File: config.mk
export PLATFORM = sky130hd
export DESIGN_NAME = alu_multibyte_seq
export DESIGN_NICKNAME = d
export VERILOG_FILES = /design/src/rtl/alu_multibyte_seq.sv
export SDC_FILE = /design/constraint.sdc
export NUM_CORES = 1
export LEC_CHECK = 0
export CORE_ASPECT_RATIO = 1.1
export CORE_MARGIN = 2
export CORE_UTILIZATION = 51
export CTS_CLUSTER_SIZE = 10
export DETAILED_ROUTE_END_ITERATION = 8
export GPL_ROUTABILITY_DRIVEN = 0
export GPL_TIMING_DRIVEN = 0
export PLACE_DENSITY_LB_ADDON = 0.12
export SLEW_MARGIN = 30
export SYNTH_ARGS = -nofsm -noshare
export SYNTH_HDL_FRONTEND = slang
export SYNTH_HIERARCHICAL = 1
export SYNTH_SLANG_ARGS = --single-unit
File: constraint.sdc
create_clock -name clk -period 6.06 [get_ports clk]
set_input_delay 0.606 -clock clk [delete_from_list [all_inputs] [get_ports clk]]
set_output_delay 0.606 -clock clk [all_outputs]
set_load 0.02 [all_outputs]
File: src/rtl/alu_multibyte_seq.sv
// alu_multibyte_seq: byte-serial add/sub of NBYTES-wide operands over one
// 8-bit look_ahead_adder, LSB first, with start/busy/done handshake.
// in: clk rst_n start op_sub use_cin cin a b
// out: busy done result cout zero ovf

module look_ahead_adder (
  input  logic [7:0] a,
  input  logic [7:0] b,
  input  logic       ci,
  output logic [7:0] s,
  output logic       co
);

  logic [7:0] g;
  logic [7:0] p;
  logic [8:0] c;

  assign g = a & b;
  assign p = a ^ b;

  always_comb begin
    c    = '0;
    c[0] = ci;
    for (int i = 0; i < 8; i++) begin
      c[i+1] = g[i] | (p[i] & c[i]);
    end
  end

  assign s  = p ^ c[7:0];
  assign co = c[8];

endmodule

module alu_multibyte_seq #(
  parameter int NBYTES = 2
) (
  input  logic                  clk,
  input  logic                  rst_n,
  input  logic                  start,
  input  logic                  op_sub,
  input  logic                  use_cin,
  input  logic                  cin,
  input  logic [8*NBYTES-1:0]   a,
  input  logic [8*NBYTES-1:0]   b,
  output logic                  busy,
  output logic                  done,
  output logic [8*NBYTES-1:0]   result,
  output logic                  cout,
  output logic                  zero,
  output logic                  ovf
);

  localparam int IW = (NBYTES > 1) ? $clog2(NBYTES) : 1;

  typedef enum logic [1:0] {
    IDLE = 2'd0,
    RUN  = 2'd1,
    DONE = 2'd2
  } state_t;

  state_t state_q;
  state_t state_d;

  logic [NBYTES-1:0][7:0] opa;
  logic [NBYTES-1:0][7:0] opb;
  logic [NBYTES-1:0][7:0] acc;
  logic [NBYTES-1:0][7:0] acc_nxt;
  logic [IW-1:0]          idx;
  logic                   carry;

  logic [7:0] sum;
  logic       co;
  logic       last;
  logic       load;
  logic       step;
  logic       fin;

  look_ahead_adder u_add (
    .a  (opa[idx]),
    .b  (opb[idx]),
    .ci (carry),
    .s  (sum),
    .co (co)
  );

  assign last = (idx == IW'(NBYTES - 1));

  always_comb begin
    acc_nxt      = acc;
    acc_nxt[idx] = sum;
  end

  always_ff @(posedge clk or negedge rst_n) begin
    if (!rst_n) state_q <= IDLE;
    else        state_q <= state_d;
  end

  always_comb begin
    state_d = state_q;
    load    = 1'b0;
    step    = 1'b0;
    fin     = 1'b0;
    unique case (state_q)
      IDLE: begin
        if (start) begin
          state_d = RUN;
          load    = 1'b1;
        end
      end
      RUN: begin
        step = 1'b1;
        if (last) begin
          state_d = DONE;
          fin     = 1'b1;
        end
      end
      DONE: begin
        if (start) begin
          state_d = RUN;
          load    = 1'b1;
        end else begin
          state_d = IDLE;
        end
      end
      default: state_d = IDLE;
    endcase
  end

  assign busy = (state_q == RUN);
  assign done = (state_q == DONE);

  always_ff @(posedge clk or negedge rst_n) begin
    if (!rst_n) begin
      opa    <= '0;
      opb    <= '0;
      acc    <= '0;
      idx    <= '0;
      carry  <= 1'b0;
      result <= '0;
      cout   <= 1'b0;
      zero   <= 1'b0;
      ovf    <= 1'b0;
    end else begin
      if (load) begin
        opa   <= a;
        opb   <= op_sub ? ~b : b;
        idx   <= '0;
        carry <= use_cin ? cin : op_sub;
      end
      if (step) begin
        acc   <= acc_nxt;
        carry <= co;
        idx   <= idx + 1'b1;
      end
      if (fin) begin
        result <= acc_nxt;
        cout   <= co;
        zero   <= (acc_nxt == '0);
        // opb already holds ~b for subtract
        ovf    <= (opa[NBYTES-1][7] == opb[NBYTES-1][7]) &&
                  (sum[7] != opa[NBYTES-1][7]);
      end
    end
  end

endmodule

# ---- After elaboration in Yosys (flattened, before gate mapping)
# Cells that the tools add are included.
dict set report classes {
  magnitude_cmp 2
  n_mux 22
  bitwise 20
  n_addsub 1
  n_reduce_logical 7
  n_eq_ne 6
}
# operator count
set ops {}
lappend ops {{2-to-1 mux 8 bit} 5}
lappend ops {{bitwise mux 16 bit} 1}
lappend ops {{zero test 16 bit} 1}
lappend ops {{2-to-1 mux 16 bit} 1}
lappend ops {{NOT 16 bit} 1}
lappend ops {{bitwise XOR 8 bit} 2}
lappend ops {{2-to-1 mux 1 bit} 11}
lappend ops {{bitwise AND 1 bit} 8}
lappend ops {{bitwise AND 8 bit} 1}
lappend ops {{demux 8 bit (select 1 bit)} 1}
lappend ops {{bitwise OR 1 bit} 8}
lappend ops {{case mux 2 bit (3 select lines)} 1}
lappend ops {{2-to-1 mux 2 bit} 2}
lappend ops {{equality test 2 x 1 -> 1 bit (second input constant)} 1}
lappend ops {{equality test 2 bit (second input constant)} 1}
lappend ops {{logical AND 1 bit} 2}
lappend ops {{zero test 2 bit} 1}
lappend ops {{< comparator 1 x 2 -> 1 bit (second input constant)} 1}
lappend ops {{!= test 2 x 1 -> 1 bit (second input constant)} 1}
lappend ops {{!= test 2 bit (second input constant)} 1}
lappend ops {{AND reduction 2 bit} 1}
lappend ops {{nonzero test 2 bit} 1}
lappend ops {{OR reduction 2 bit} 1}
lappend ops {{adder 1 bit (second input constant)} 1}
lappend ops {{other kinds (3)} 3}
dict set report word_totals {
  inputBits 38
  elab_cells 71
  output_inout_bits 21
  register_bits 71
}

# ---- Logic depth before layout (Yosys ltp)
dict set report logic_depth {
  word_depth 20
  depth_mapped 18
  depth_no_buf 16
}

# ---- Hierarchy
# The synthesis kept the hierarchy.
# module seq_area_each_um2 cells_per_inst area_each_um2 instances
set modules_own_cells {}
lappend modules_own_cells {alu_multibyte_seq 1576.5 243 2795.2 1}
lappend modules_own_cells {look_ahead_adder 0.0 18 197.7 1}

# ---- Least setup slack after synthesis
# OpenSTA, ideal clock, no wires.
dict set report synth_path {
  kind {flip-flop to flip-flop}
  start {register idx}
  end {register zero}
  stages_incl_launch_ff 19
  arrival_ns 4.506
  synth_period_minus_slack_ns 4.632
  setup_ns 0.126
  path_buffers 2
  setup_slack_ns 1.428
  required_time_ns 5.934
  cell_sequence {dfrtp_1 > buf_2 > buf_2 > mux2_2 > inv_1 > fa_1 > inv_1 > fa_1 > fa_1 > fa_1 > fa_1 > fa_1 > fa_1 > inv_1 > fa_1 > inv_1 > and4bb_2 > nand3_1 > o21ai_0}
}
dict set report synth_between {
  elab_chain_cells 20
  word_cells_on_any_way 30
  classes_between {order compare: 2; mux: 9; bitwise: 17; reduce/logical: 2}
}
# item line_no
set synth_rtl {}
lappend synth_rtl {{start, declared} 68} ;# logic [IW-1:0] idx;
lappend synth_rtl {{start signal, assigned} 153} ;# idx <= idx + 1'b1;
lappend synth_rtl {{2-to-1 mux 8 bit (on tied branches) (2 in series)} {79, 80}}
lappend synth_rtl {{bitwise XOR 8 bit} 19} ;# assign p = a ^ b;
lappend synth_rtl {{bitwise AND 1 bit} 25} ;# c[i+1] = g[i] | (p[i] & c[i]);
lappend synth_rtl {{bitwise OR 1 bit} 25}
lappend synth_rtl {{bitwise AND 1 bit} 25}
lappend synth_rtl {{bitwise OR 1 bit} 25}
lappend synth_rtl {{bitwise AND 1 bit} 25}
lappend synth_rtl {{bitwise OR 1 bit} 25}
lappend synth_rtl {{[4 not listed]} n/a}
lappend synth_rtl {{bitwise AND 1 bit} 25}
lappend synth_rtl {{bitwise OR 1 bit} 25}
lappend synth_rtl {{bitwise AND 1 bit} 25}
lappend synth_rtl {{bitwise OR 1 bit} 25}
lappend synth_rtl {{bitwise XOR 8 bit (*)} 29} ;# assign s = p ^ c[7:0];
lappend synth_rtl {{net sum[7]} 71} ;# logic [7:0] sum;
lappend synth_rtl {{bitwise mux 16 bit (*)} 90} ;# acc_nxt[idx] = sum;
lappend synth_rtl {{zero test 16 bit (*)} 158} ;# zero <= (acc_nxt == '0);
lappend synth_rtl {{end signal, assigned} 158}
lappend synth_rtl {{end, declared} 49} ;# output logic zero,
# Mark *: on every way through the listed nets, which the timed path passes. The rest lies on a longest branch. The select of a mux whose other input is x is not followed.
# A chain may end at the register's enable or synchronous reset.

# ---- Worst setup path in the final report
# Same ends and word-level chain as after synthesis.

==> flow_summary_export.csv <==
group,metric,value,unit
detailed_routing,drtIter0Drc,44,
synthesis,syn_area_per_cell,11.5,µm²
synthesis,synthCells,261,
clock_network,numCtsBuffers,9,
worst_setup_path,slowest_stage,"fa_1",
timing,fin_ws,1.03,ns
clock_network,cts_tree,"done",
pwr,power_leakage,1.79,nW
finish,final_cell_area,3870,µm²
grt,first_global_vias,2115,
worst_setup_path,cp.required,6.29,ns
pwr,powerDensity,598,nW/µm²
outcome,run_status,"finished clean",
synthesis,synth_area_leader_cell,"dfrtp_1",
synthesis,synth_xor_area_frac,0.0468,
synthesis,yosys.area_share.simple,0.123,
timing,final-max-slew-violation-count,0,
grt,gr-usage-met3,0.0505,
detailed_routing,drc_errors,0,
run,drv_cap,0,
detailed_routing,first_pass_iters,4,
worst_setup_path,critical_path.cell_chain,"buf_2, buf_2, mux2_2, inv_1, fa_1, inv_1, fa_1, fa_1, fa_1, fa_1, fa_1, fa_1, inv_1, fa_1, inv_1, and4bb_2, nand3_1, o21ai_0",
timing,hold_viol,0,
placement,dpl.cell_count,396,
placement,pre_cts_ws,0.992,ns
clock_network,cts_resized,0,
placement,port_buffers,57,
worst_setup_path,critPathLaunchType,"flop",
detailed_routing,vias,2023,
synthesis,synth_top_family_by_area,"multiplexers",
clock_network,clk_pin_slew,0.07,ns
timing,relSlewSlack,0.691,
grt,grt_use_met2,0.342,
synthesis,synth_nets,307,
grt,use_met1,0.249,
worst_setup_path,worstPathArrival,5.26,ns
detailed_routing,vias_per_cell,4.92,
detailed_routing,finalWirelength,5780,µm
synthesis,synth_area,2990,µm²
clock_network,cts_sinks,63,
die,dieHeight,84.3,µm
worst_setup_path,critical_path.top_delay_family,"adder cells",
placement,dpl.hpwl,4390,µm
finish,areaGrowthSynthToFinish,29.4,%
synthesis,synth_seq_area_share,0.527,
timing,rsz0062_at_grt,"false",
worst_setup_path,crit_fanout,10,
die,die-area,6500,µm²
timing,max_freq,0.199,GHz
pwr,ir_drop,319,µV
worst_setup_path,crit_type,"reg2reg",
worst_hold_path,hold_class,"in2async",
grt,antenna_found_initial,0,
clock_network,postCtsHoldBufs,0,
grt,grt_start_max_net_pins,37,
finish,post-route-util,0.676,
placement,dpl_cell_area,3680,µm²
timing,tightest_slew,0.464,ns
worst_setup_path,slowest_delay,0.42,ns
synthesis,synth_fa_ha_area_frac,0.0535,
timing,finClkSkew,0.00583,ns
finish,fin_nets,376,
timing,finalCritPeriodShare,0.830,
die,rows,29,
synthesis,netlist.area_leader.share,0.527,
synthesis,synth_mux_area_frac,0.164,
timing,fin_crit,5.03,ns
clock_network,htree_levels,3,
detailed_routing,ant_nets,0,
synthesis,yosysUniqueCellTypes,28,
pwr,total_power,2.31,mW
worst_setup_path,endpoint_kind,"flop",
synthesis,synth_compound_area_frac,0.0393,
grt,grt-ovfl-total,0,
timing,finalSetupViolations,0,
timing,final.setup.tns,0,ns
clock_network,post_cts_buffers,0,
worst_setup_path,crit_path_frequent_cell,"fa_1",
timing,hold_slack,0.176,ns
finish,antenna_cells,0,
finish,drive_above_1_share,0.222,
die,start_util,0.522,
clock_network,clock_path_buffers,2,
clock_network,clkLatencyLatePin,0.34,ns
grt,grt_pass1_wl,10000,µm
clock_network,clockRootBuffer,"clkbuf_8",
die,dieWidth,77.0,µm
die,ios,59,
synthesis,yosys_register_bits,63,
grt,top_usage_layer,"met2",
synthesis,synth.yosys.warnings,6,
finish,final_cells,411,
grt,track_usage,0.202,
die,core,5730,µm²
worst_setup_path,critPathBufInv,6,
detailed_routing,wl_per_cell,14.1,µm
synthesis,synth_area_leaders,"dfrtp_1 (53%), mux2_2 (12%), nand2_1 (8.4%)",
-- cell usage after synthesis --
cell type,count
and2b_4,1
and4bb_2,1
nor2_1,3
mux2_4,8
xnor2_1,16
nand3_1,1
nor4_1,3
nand3b_1,1
nor3_1,1
nand2_1,67
nor2b_1,2
a21oi_1,2
a21o_1,1
o21ai_0,18
clkbuf_1,2
buf_4,1
buf_2,9
inv_1,12
mux2_2,32
a221o_1,1
mux2i_1,1
and3b_1,1
buf_6,3
dfrtp_1,63
nand2b_1,1
nor2b_4,1
fa_1,8
or2_2,1
-- cell usage in the layout, fill, tap and decap left out, drive strengths merged, types with 2 or more instances in the layout --
| cell | n |
|---|---|
| nand2 | 67 |
| dfrtp | 63 |
| clkdlybuf4s50 | 56 |
| mux2 | 40 |
| o21ai | 18 |
| xnor2 | 16 |
| buf | 15 |
| clkbuf | 13 |
| inv | 12 |
| fa | 8 |
| nor4 | 3 |
| nor2 | 3 |
| clkinv | 3 |
| nor2b | 3 |
| a21oi | 2 |
-- worst register-to-register path, cell delays in order (launching register included) --
cell	delay, ns
dfrtp_1	0.34
buf_2	0.27
buf_2	0.31
mux2_2	0.38
inv_1	0.08
fa_1	0.16
inv_1	0.05
fa_1	0.38
fa_1	0.39
fa_1	0.39
fa_1	0.42
fa_1	0.40
fa_1	0.38
inv_1	0.08
fa_1	0.40
inv_1	0.11
and4bb_2	0.25
nand3_1	0.06
o21ai_0	0.07
-- cell type report --
type,instances,area [µm²]
inverters,12,45.0
clock inverters,4,45.0
repair buffers,58,588
plain buffers,15,93.8
flip-flops and latches,63,1580
well taps,77,96.3
clock buffers,11,151
fillers,485,1860
multi-input cells,171,1280
-- worst paths after layout --
path | end | cells past startpoint | start | slack, ns
max | zero | 18 | idx | 1.03
min | result[11] | 1 | rst_n | 0.18
max reg2reg | zero | 18 | idx | 1.03
min reg2reg | opb[9] | 2 | opb[9] | 0.47
max in group asynchronous | opa[7] | 2 | rst_n | 5.37
min in group clk | opb[9] | 2 | opb[9] | 0.47
-- power by group --
group	internal, mW	switching (mW)
Combinational	0.625	0.579
Sequential	0.631	0.114
Clock	0.208	0.157
Total	1.46	0.850
-- per-layer routing --
layer | share of wire | up-vias
met3 | 0.038 | 11
met4 | 0.019 | 0
met1 | 0.43 | 978
met5 | 0 | -
li1 | - | 989
met2 | 0.51 | 45
-- flip-flops by register name, indices dropped and copies added, names as in the netlist --
| register | flops |
|---|---|
| acc | 8 |
| cout | 1 |
| opa | 16 |
| zero | 1 |
| result | 16 |
| carry | 1 |
| opb | 16 |
| ovf | 1 |
| idx | 1 |
| state_q | 2 |
-- cells by family (layout without fill, tap and decap cells) --
logic type | Yosys count | after routing
compound gates | 22 | 22
fa+ha+maj | 8 | 8
simple gates | 84 | 84
flops | 63 | 63
xor+xnor | 16 | 16
mux | 41 | 41
buf+inv | 27 | 100
No activity file was read; power rests on OpenSTA's default activity.
